`src/rtl/instr_fetch.sv`:
```
// Instruction fetch stage with integrated IF/ID pipeline register.
// Issues reads to a one-cycle-latency instruction memory, absorbs pipeline
// stalls in a one-entry skid buffer, and handles redirects and HALT.
module instr_fetch #(
    parameter logic [21:0] RESET_PC  = 22'h000000,
    parameter logic [31:0] NOP_INSTR = 32'h7800_0000
) (
    input  logic        clk,
    input  logic        rst_n,
    input  logic        stall,
    input  logic        flush,
    input  logic [21:0] redirect_pc,
    input  logic        hlt_ID,
    output logic [21:0] imem_addr,
    output logic        imem_rd_en,
    input  logic [31:0] imem_instr,
    output logic [31:0] instr_IF,
    output logic [21:0] PC_IF,
    output logic        valid_IF
);

    typedef enum logic {
        RUN,
        HALTED
    } state_t;

    state_t      state, state_next;
    logic [21:0] pc_q;
    logic        inflight;
    logic [21:0] inflight_pc;
    logic        skid_valid;
    logic [31:0] skid_instr;
    logic [21:0] skid_pc;

    // State register
    always_ff @(posedge clk or negedge rst_n) begin
        if (!rst_n) begin
            state <= RUN;
        end else begin
            state <= state_next;
        end
    end

    // Next state and memory read issue (flush > stall > hlt_ID > normal)
    always_comb begin
        state_next = state;
        imem_rd_en = 1'b0;
        imem_addr  = RESET_PC;
        if (rst_n) begin
            imem_rd_en = ((state == RUN) && !stall) || flush;
            imem_addr  = flush ? redirect_pc : pc_q;
            if (flush) begin
                state_next = RUN;
            end else if (!stall && (state == RUN) && hlt_ID) begin
                state_next = HALTED;
            end
        end
    end

    // PC advance and in-flight tracking; a read issued while halting is dropped
    always_ff @(posedge clk or negedge rst_n) begin
        if (!rst_n) begin
            pc_q        <= RESET_PC;
            inflight    <= 1'b0;
            inflight_pc <= '0;
        end else begin
            inflight <= imem_rd_en && (state_next == RUN);
            if (imem_rd_en) begin
                pc_q        <= imem_addr + 22'd1;
                inflight_pc <= imem_addr;
            end
        end
    end

    // Skid buffer and IF/ID output register
    always_ff @(posedge clk or negedge rst_n) begin
        if (!rst_n) begin
            skid_valid <= 1'b0;
            skid_instr <= '0;
            skid_pc    <= '0;
            instr_IF   <= NOP_INSTR;
            PC_IF      <= '0;
            valid_IF   <= 1'b0;
        end else if (flush) begin
            skid_valid <= 1'b0;
            instr_IF   <= NOP_INSTR;
            valid_IF   <= 1'b0;
        end else if (stall) begin
            if (inflight) begin
                skid_valid <= 1'b1;
                skid_instr <= imem_instr;
                skid_pc    <= inflight_pc;
            end
        end else if ((state == HALTED) || hlt_ID) begin
            skid_valid <= 1'b0;
        end else if (skid_valid) begin
            skid_valid <= 1'b0;
            instr_IF   <= skid_instr;
            PC_IF      <= skid_pc;
            valid_IF   <= 1'b1;
        end else if (inflight) begin
            instr_IF   <= imem_instr;
            PC_IF      <= inflight_pc;
            valid_IF   <= 1'b1;
        end else begin
            instr_IF   <= NOP_INSTR;
            valid_IF   <= 1'b0;
        end
    end

endmodule

```
`config.mk`:
```
export PLATFORM = sky130hd
export DESIGN_NAME = instr_fetch
export DESIGN_NICKNAME = d
export VERILOG_FILES = /design/src/rtl/instr_fetch.sv
export SDC_FILE = /design/constraint.sdc
export NUM_CORES = 1
export LEC_CHECK = 0
export CAP_MARGIN = 40
export CORE_AREA = 2 2 150 152
export CTS_CLUSTER_DIAMETER = 100
export DETAILED_ROUTE_END_ITERATION = 16
export DIE_AREA = 0 0 152 154
export PLACE_DENSITY = 0.57
export SYNTH_ARGS = -nofsm -noshare
export SYNTH_HDL_FRONTEND = slang
export SYNTH_SLANG_ARGS = --single-unit
export TNS_END_PERCENT = 20
```
`constraint.sdc`:
```
create_clock -name clk -period 3.1 [get_ports clk]
set_input_delay 0.465 -clock clk [delete_from_list [all_inputs] [get_ports clk]]
set_output_delay 0.465 -clock clk [all_outputs]
set_load 0.03 [all_outputs]
```
==> flow_metrics.py <==
metrics = {
    "job": {
        "drv_cap": 0,
    },
    "global_routing": {
        "grt_max_degree": 48,
        "grt_busiest_layer": "met2",
        "antenna_found_initial": 0,
        "gr-total-overflow": 0,
        "grt_pass1_vias": 5445,
        "use_met3": 0.0327,
        "met2_usage": 0.253,
        "grtUsageMet1": 0.234,
        "grt_first_pass_wirelength_microns": 30600,
        "grtUsageTotal": 0.164,
    },
    "layout": {
        "n_antenna_cell": 0,
        "fin_nets": 880,
        "syn2layout_area_growth_pct": 32.1,
        "design_area_sq_um": 9650,
        "drive_above_1_share": 0.194,
    },
    "clocking": {
        "post-cts-setup-buffers": 0,
        "cts_resized": 0,
        "path_clk_slew_ns": 0.06,
        "cts_buffer_depth": 2,
        "cts_made_buffers": 17,
        "clkLatencyLatePin_ns": 0.42,
        "cts-root-buf": "clkbuf_16",
        "cts_tree": "built",
        "clock_sinks": 156,
        "htreeDepth": 4,
        "cts_hold_buf": 0,
    },
    "sta": {
        "fin_ws_ns": 0.445,
        "slew_headroom": 0.498,
        "fin_crit_sh": 0.856,
        "hold_viol": 0,
        "tightest_slew_ns": 0.746,
        "worst_hold_slack_ns": 0.0192,
        "fmax_mhz": 377,
        "fin_setup_tns_ns": 0,
        "finClkSkew_ns": 0.0111,
        "drv_slew": 0,
        "finalCriticalPeriod_ns": 2.65,
        "setup_viol_count_final": 0,
        "rsz0062_at_grt": "false",
    },
    "synth": {
        "synth_nets": 742,
        "yosysTopAreaCellShare": 0.521,
        "async_reset_ff_frac": 1.00,
        "synth_common_cells": "dfrtp_1 (152), nand2_1 (100), mux2_2 (61)",
        "synth_edf_count": 0,
        "ys.flop_type": "dfrtp_1",
        "synthCells": 682,
        "avgSynthCellArea_sq_um": 10.7,
        "synth.yosys.seq_area_share": 0.535,
        "ys_ff_latch": 156,
        "synth_area_sq_um": 7300,
        "synth.area.top_cells": "dfrtp_1 (52%), mux2_2 (9.4%), nand2_1 (5.1%)",
        "synth_cell_type_count": 53,
        "yosysMostFrequentCell": "dfrtp_1",
        "ys_warn_count": 0,
        "synth_top_cell_by_area": "dfrtp_1",
    },
    "power_and_ir_drop": {
        "power_leakage_uw": 0.00424,
        "irDropWorstVdd_uv": 352,
        "p_total_uw": 6070,
        "pwr_density_cell_nw_per_um2": 630,
    },
    "die": {
        "start_util": 0.337,
        "fp-row-count": 54,
        "ios": 137,
        "core_area_sq_um": 21700,
        "die_width_microns": 152,
        "fp.dieH_microns": 154,
        "dieArea_sq_um": 23400,
    },
    "drt": {
        "drt-initial-drc-count": 210,
        "drt-total-wl_microns": 18900,
        "vias_per_cell": 5.01,
        "via_count": 5576,
        "wl_per_cell_microns": 17.0,
        "first_pass_iters": 4,
        "drcViolationCount": 0,
        "ant_nets": 0,
    },
    "worst_hold_path": {
        "holdCritPathClass": "in -> async",
    },
    "outcome": {
        "status": "completed",
    },
    "setup_path": {
        "arrival_ns": 2.19,
        "critical_path.startpoint_type": "input pin",
        "path_max_fanout": 34,
        "crit_path_end_kind": "output pin",
        "crit_type": "in -> out",
        "crit_required_ns": 2.63,
    },
    "placement": {
        "gp_congestion": 0.832,
        "hpwl_microns": 13300,
        "pre_cts_slack_ns": 0.336,
        "portBuffers": 136,
        "placedInstanceArea_sq_um": 9050,
    },
}
path summary, 6_finish.rpt:
kind / from / end / slack, ns / cells after the start
max in group asynchronous: rst_n / instr_IF[27] / 1.59 / 5
worst min-delay path: rst_n / skid_pc[17] / 0.02 / 2
worst max register to register: pc_q[0] / pc_q[20] / 1.04 / 7
worst max-delay path: flush / imem_addr[9] / 0.45 / 6
min in group clk: instr_IF[5] / instr_IF[5] / 0.48 / 2
worst min register to register: instr_IF[5] / instr_IF[5] / 0.48 / 2
flip-flops by register name (all words and copies together), names as in the netlist:
name,cells
inflight,1
skid_valid,1
instr_IF,32
PC_IF,22
skid_instr,32
skid_pc,22
state,1
valid_IF,1
inflight_pc,22
pc_q,22
critical path, stage by stage:
cell and delay, ns:
buf_2 0.36, buf_12 0.25, mux2_2 0.35, nand2_1 0.12
inv_1 0.05, clkdlybuf4s50_1 0.59
metal layers:
metal | share of wire | routed length (microns)
met1 | 0.49 | 9200
met2 | 0.46 | 8620
met3 | 0.041 | 784
met4 | 0.016 | 298
met5 | 0 | 0
power breakdown:
part | total (uW) | internal (uW) | switching [uW]
clock | 2110 | 1240 | 870
combinational | 1360 | 626 | 737
sequential | 2600 | 2390 | 215
cell usage in the layout, fill, tap and decap left out, drive strengths merged, types with 4 or more instances in the layout:
cell type      instances
dfstp                  4
mux2                  62
xnor2                  5
a21o                   5
nor2                  51
clkbuf                20
o21ai                 54
clkinv                 6
nand3                 14
mux2i                 37
nand4                  5
a21oi                 32
nand2b                 4
clkdlybuf4s50        118
buf                   45
nand3b                11
a31oi                  4
a22oi                 33
xor2                   9
dfrtp                152
or2                    4
nand2                100
inv                   15
nor3                   4
stage by stage:
stage | cells | utilization
2_1_floorplan | 682 | -
5_1_grt | 1113 | 0.445
3_3_place_gp | 1080 | 0.416
4_1_cts | 1113 | 0.445
3_5_place_dp | 1081 | 0.417
6_report | 1113 | 0.445
logic make-up after synthesis:
logic type	Yosys count	share of synthesized area
AO/OA/AOI/OAI	145	0.124
XOR/XNOR	14	0.0168
adder cells (fa/ha/maj)	1	0.00171
buffers and inverters	57	0.0368
flip-flops	156	0.535
multiplexers	99	0.147
AND/OR/NAND/NOR	210	0.139
final cells by class:
type | count | area (sq um)
inverters | 13 | 48.8
fillers | 2090 | 12000
clock inverters | 12 | 138
multi-input cells | 469 | 3150
well taps | 280 | 350
clock buffers | 20 | 457
flip-flops and latches | 156 | 3910
repair buffers | 163 | 1590
(Power assumes the default switching activity.)
